[config.mk]
export PLATFORM = sky130hd
export DESIGN_NAME = bcd_updown_counter
export DESIGN_NICKNAME = d
export VERILOG_FILES = /design/src/rtl/bcd_pkg.sv /design/src/rtl/bcd_digit_ud.sv /design/src/rtl/bcd_updown_counter.sv
export SDC_FILE = /design/constraint.sdc
export NUM_CORES = 1
export LEC_CHECK = 0
export BUFFER_PORTS_ARGS = -buffer_cell sky130_fd_sc_hd__buf_2
export CAP_MARGIN = 0
export CORE_MARGIN = 1.5
export CORE_UTILIZATION = 41
export DETAILED_ROUTE_END_ITERATION = 10
export GPL_TIMING_DRIVEN = 0
export SKIP_LAST_GASP = 1
export SLEW_MARGIN = 20
export SYNTH_ARGS = -nofsm -noshare
export SYNTH_HDL_FRONTEND = slang
export SYNTH_SLANG_ARGS = --single-unit
[constraint.sdc]
create_clock -name clk -period 2.7 [get_ports clk]
set_clock_uncertainty 0.15 [all_clocks]
set_input_delay 0.54 -clock clk [delete_from_list [all_inputs] [get_ports clk]]
set_output_delay 0.54 -clock clk [all_outputs]
set_load 0.005 [all_outputs]
[src/rtl/bcd_pkg.sv]
// Shared BCD types and helpers for the up/down digit chain.
// Optional lap/freeze display: define BCD_LAP_HOLD_EN.
package bcd_pkg;
    localparam int BCD_W      = 4;
    localparam int MAX_DIGITS = 16;

    typedef logic [BCD_W-1:0] bcd_t;

    function automatic bcd_t digit_max(
        input logic [BCD_W*MAX_DIGITS-1:0] dmax,
        input int                          i
    );
        return dmax[BCD_W*i +: BCD_W];
    endfunction
endpackage

[src/rtl/bcd_digit_ud.sv]
// One BCD digit with up/down step, clear and clamped preset load.
// The carry/borrow enables come from the parent chain.
module bcd_digit_ud
    import bcd_pkg::*;
#(
    parameter bcd_t MAX = 4'd9
) (
    input  logic clk,
    input  logic reset,
    input  logic inc,
    input  logic dec,
    input  logic clr,
    input  logic load,
    input  bcd_t load_val,
    output bcd_t digit,
    output logic at_max,
    output logic at_zero
);
    bcd_t r_digit;
    bcd_t w_load;

    // Non-BCD nibbles are above any legal MAX, so one compare clamps both.
    assign w_load  = (load_val > MAX) ? MAX : load_val;
    assign at_max  = (r_digit == MAX);
    assign at_zero = (r_digit == '0);
    assign digit   = r_digit;

    always_ff @(posedge clk or negedge reset) begin
        if (!reset) begin
            r_digit <= '0;
        end else if (clr) begin
            r_digit <= '0;
        end else if (load) begin
            r_digit <= w_load;
        end else if (inc) begin
            r_digit <= at_max ? '0 : r_digit + 4'd1;
        end else if (dec) begin
            r_digit <= at_zero ? MAX : r_digit - 4'd1;
        end
    end
endmodule

[src/rtl/bcd_updown_counter.sv]
// N-digit BCD up/down counter with wrap/saturate terminal handling.
// Optional lap/freeze display: define BCD_LAP_HOLD_EN.
module bcd_updown_counter
    import bcd_pkg::*;
#(
    parameter int                      NUM_DIGITS = 5,
    parameter logic [4*NUM_DIGITS-1:0] DIGIT_MAX  = 20'h59599,
    parameter bit                      WRAP       = 1'b1
) (
    input  logic                      clk,
    input  logic                      reset,
    input  logic                      clr,
    input  logic                      load,
    input  logic [4*NUM_DIGITS-1:0]   load_value,
    input  logic                      tick,
    input  logic                      down,
    output logic [4*NUM_DIGITS-1:0]   digits,
    output logic                      at_zero,
    output logic                      done,
    output logic                      overflow
`ifdef BCD_LAP_HOLD_EN
    ,
    input  logic                      lap,
    output logic [4*NUM_DIGITS-1:0]   display
`endif
);
    logic [4*NUM_DIGITS-1:0] w_digits;
    logic [NUM_DIGITS-1:0]   w_at_max;
    logic [NUM_DIGITS-1:0]   w_at_zero;
    logic [NUM_DIGITS-1:0]   w_inc;
    logic [NUM_DIGITS-1:0]   w_dec;
    logic                    w_up;
    logic                    w_dn;
    logic                    w_all_max;
    logic                    w_all_zero;
    logic                    w_is_one;
    logic                    w_term;
    logic                    w_hold;
    logic                    r_done;
    logic                    r_overflow;

    assign w_up       = tick && !down && !clr && !load;
    assign w_dn       = tick &&  down && !clr && !load;
    assign w_all_max  = &w_at_max;
    assign w_all_zero = &w_at_zero;
    assign w_is_one   = (w_digits == (4*NUM_DIGITS)'(1));
    assign w_term     = (w_up && w_all_max) || (w_dn && w_all_zero);
    assign w_hold     = !WRAP && w_term;

    // Digit i steps only when every lower digit is at its rollover point.
    always_comb begin : chain
        logic v_cy;
        logic v_bw;
        v_cy  = 1'b1;
        v_bw  = 1'b1;
        w_inc = '0;
        w_dec = '0;
        for (int i = 0; i < NUM_DIGITS; i++) begin
            w_inc[i] = w_up && !w_hold && v_cy;
            w_dec[i] = w_dn && !w_hold && v_bw;
            v_cy     = v_cy && w_at_max[i];
            v_bw     = v_bw && w_at_zero[i];
        end
    end

    for (genvar g = 0; g < NUM_DIGITS; g++) begin : g_dig
        bcd_digit_ud #(
            .MAX(digit_max(64'(DIGIT_MAX), g))
        ) u_dig (
            .clk     (clk),
            .reset   (reset),
            .inc     (w_inc[g]),
            .dec     (w_dec[g]),
            .clr     (clr),
            .load    (load),
            .load_val(load_value[4*g +: 4]),
            .digit   (w_digits[4*g +: 4]),
            .at_max  (w_at_max[g]),
            .at_zero (w_at_zero[g])
        );
    end

    always_ff @(posedge clk or negedge reset) begin
        if (!reset) begin
            r_done     <= 1'b0;
            r_overflow <= 1'b0;
        end else begin
            r_done     <= w_dn && w_is_one;
            r_overflow <= w_term;
        end
    end

    assign digits   = w_digits;
    assign at_zero  = w_all_zero;
    assign done     = r_done;
    assign overflow = r_overflow;

`ifdef BCD_LAP_HOLD_EN
    logic                    r_frozen;
    logic [4*NUM_DIGITS-1:0] r_display;

    always_ff @(posedge clk or negedge reset) begin
        if (!reset) begin
            r_frozen  <= 1'b0;
            r_display <= '0;
        end else begin
            if (clr) begin
                r_frozen <= 1'b0;
            end else if (lap) begin
                r_frozen <= !r_frozen;
            end
            if (!r_frozen || clr || lap) begin
                r_display <= w_digits;
            end
        end
    end

    assign display = r_display;
`endif
endmodule

==> out/results.tsv <==
metric	value	unit
outcome	complete, no violations	
ioPinCount	49	
fin_tns_setup	0	ns
peakVddDrop	0.000235	V
power_leakage	1.20	nW
fin_nets	387	
first_iter_violations	150	
pwr-share-clk	21.5	%
min_period	2.59	ns
cts_htree_levels	1	
worst_ep_required_time	2.01	ns
post-place-ws	-0.202	ns
cellPowerDensity	357	nW/um^2
die-area	5850	sq um
netlist_area	2220	sq um
grt_max_degree	23	
slew_violations	0	
ff_latch_area	551	sq um
fillers	539	
maxSlewHeadroom	62.5	%
final_cell_mix	buf_2, nor2_1, nand2_1, dfrtp_1, a21oi_1	
drv_cap	0	
grt_busiest_layer	met2	
tritoncts	yes	
vias	2367	
synth.distinct_cells	56	
start_kind	flop	
synth-main-ff-cell	dfrtp_1	
place_hpwl	4790	microns
combPwrFrac	38.0	%
wirelength	6440	microns
initial_core_util	42.8	%
ctsHoldBuffers	0	
period_share	96.0	%
reg2reg_depth	6	
synthToLayoutAreaGrowth	21.4	%
rsz0062_at_grt	true	
die_x	76.5	microns
async_flop_share	100	%
wl_per_cell	15.6	microns
utilization	52.0	%
antenna_found_initial	0	
drt_pre_antenna_iters	4	
root_buffer	clkbuf_8	
seq_area_frac_synth	24.8	%
worstSetupPathType	flop to primary output	
drc	0	
avgSynthCellArea	7.69	sq um
fin_ws	0.109	ns
seqPwrFrac	40.6	%
clk_path_buf_depth	2	
hold_viol_final	0	
grt.total_usage	22.0	%
std_cell_rows	26	
synth-seq-cells	22	
clk_latency	0.26	ns
tightest_slew	0.559	ns
place_area	2540	sq um
chipHeight	76.5	microns
endpoint_kind	primary output	
grt_pass1_wl	10600	microns
drive_above_1_share	23.6	%
multi_input_area	1600	sq um
grt_use_met3	3.83	%
path_max_fanout	10	
p_sw_share	36.4	%
grt_pass1_vias	2141	
portBuffers	48	
grtUsageMet1	30.6	%
syn_inst	288	
synth_edf_count	0	
vias_per_cell	5.73	
switching_power	350	uW
crit_arrival	1.90	ns
p_int	611	uW
synth_fp_nets	330	
overflow	0	
yosysWarnings	0	
gp_congestion	0.858	
fmax	386	MHz
antenna_cells	0	
final_common_cell	buf_2	
postRouteAntennaNets	0	
hold_path.class	input port to async pin	
fin_area	2690	sq um
use_met2	36.5	%
core	5170	sq um
cts_inserted_buffers	3	
setup_viol	0	
numClockSinks	22	
path_clk_slew	0.08	ns
## cell usage after synthesis, types with 4 or more instances
cell type,count,share of area [%]
a21oi_1,20,4.5
mux2_2,4,2.0
inv_1,19,3.2
nand3_1,17,3.8
o21ai_0,16,3.6
nand2_1,22,3.7
nand3b_1,8,2.7
ha_1,16,9.0
a221oi_1,5,2.0
nor3b_1,5,1.7
nand4_1,5,1.4
o211ai_1,4,1.4
o31ai_1,5,1.7
clkbuf_1,15,2.5
nor3_1,9,2.0
nor2_1,29,4.9
a22o_1,4,1.6
o22ai_1,4,1.1
a211oi_1,6,2.0
dfrtp_1,22,25
## layout make-up
| class | count | share of cell area, % |
|---|---|---|
| repair buffers | 52 | 10.0 |
| inverters | 19 | 2.65 |
| clock buffers | 3 | 1.53 |
| multi-input cells | 230 | 59.3 |
| flip-flops and latches | 22 | 20.5 |
| well taps | 70 | 3.26 |
| plain buffers | 17 | 2.74 |
## path summary, 6_finish.rpt
kind | end | startpoint | slack (ns)
hold / removal | g_dig[1].u_dig.digit[1]$_DFFE_PN0P_ | reset | 0.10
max in group asynchronous | g_dig[0].u_dig.digit[1]$_DFFE_PN0P_ | reset | 1.93
setup reg to reg | g_dig[3].u_dig.digit[3]$_DFFE_PN0P_ | g_dig[0].u_dig.digit[0]$_DFFE_PN0P_ | 0.12
min in group clk | g_dig[0].u_dig.digit[1]$_DFFE_PN0P_ | load_value[1] | 0.40
setup / recovery | at_zero | g_dig[0].u_dig.digit[3]$_DFFE_PN0P_ | 0.11
hold reg to reg | g_dig[1].u_dig.digit[1]$_DFFE_PN0P_ | g_dig[1].u_dig.digit[1]$_DFFE_PN0P_ | 0.49
## cells by family (layout without fill, tap and decap cells)
family,count (synthesis),count (layout),share of synthesized area (%)
AOI/OAI and AO/OA,90,90,27.9
DFF,22,22,24.8
adders and majority gates,16,16,9.03
buffers and inverters,36,91,6.49
and+or+nand+nor,119,119,29.2
muxes,5,5,2.48
## registers in the layout, summed over array words and instances, names as in the netlist
signal             count
done                   1
g_dig.u_dig.digit     20
overflow               1
## power groups by stage
stage	logic (mW)	registers (mW)	clock network, mW
floorplan	0.229	0.389	0
global placement	0.339	0.394	0
detailed placement	0.340	0.394	0
CTS	0.345	0.388	0.210
global route	0.410	0.395	0.223
finish	0.365	0.390	0.206
## metrics by stage
step	std cells	hold WS (ns)	power [mW]
floorplan	288	0.0944	0.617
global placement	406	0.404	0.733
detailed placement	406	0.402	0.734
CTS	409	0.116	0.943
global route	413	0.135	1.03
finish	413	0.101	0.961
## layer usage
metal  part of all wire [%]  wire (microns)  vias up
li1                       -               -     1188
met1                     48            3090     1115
met2                     47            3000       60
met3                    4.5             290        4
met4                   0.79              51        0
met5                      0               0        -
## what timing repair did
action                                  4_1_cts  5_1_grt
cloned                                        0        0
setup buffers                                 0        4
gates resized for setup                       3       14
pin swaps                                     0        2
endpoints found under the setup margin        3       14
## worst max-delay path: stages, from the launching register on
cell	delay (ns)
dfrtp_1	0.43
clkbuf_1	0.25
nor4_2	0.45
nand4_1	0.23
nor2_1	0.15
buf_2	0.13
Power figures use the tool's default switching activity.
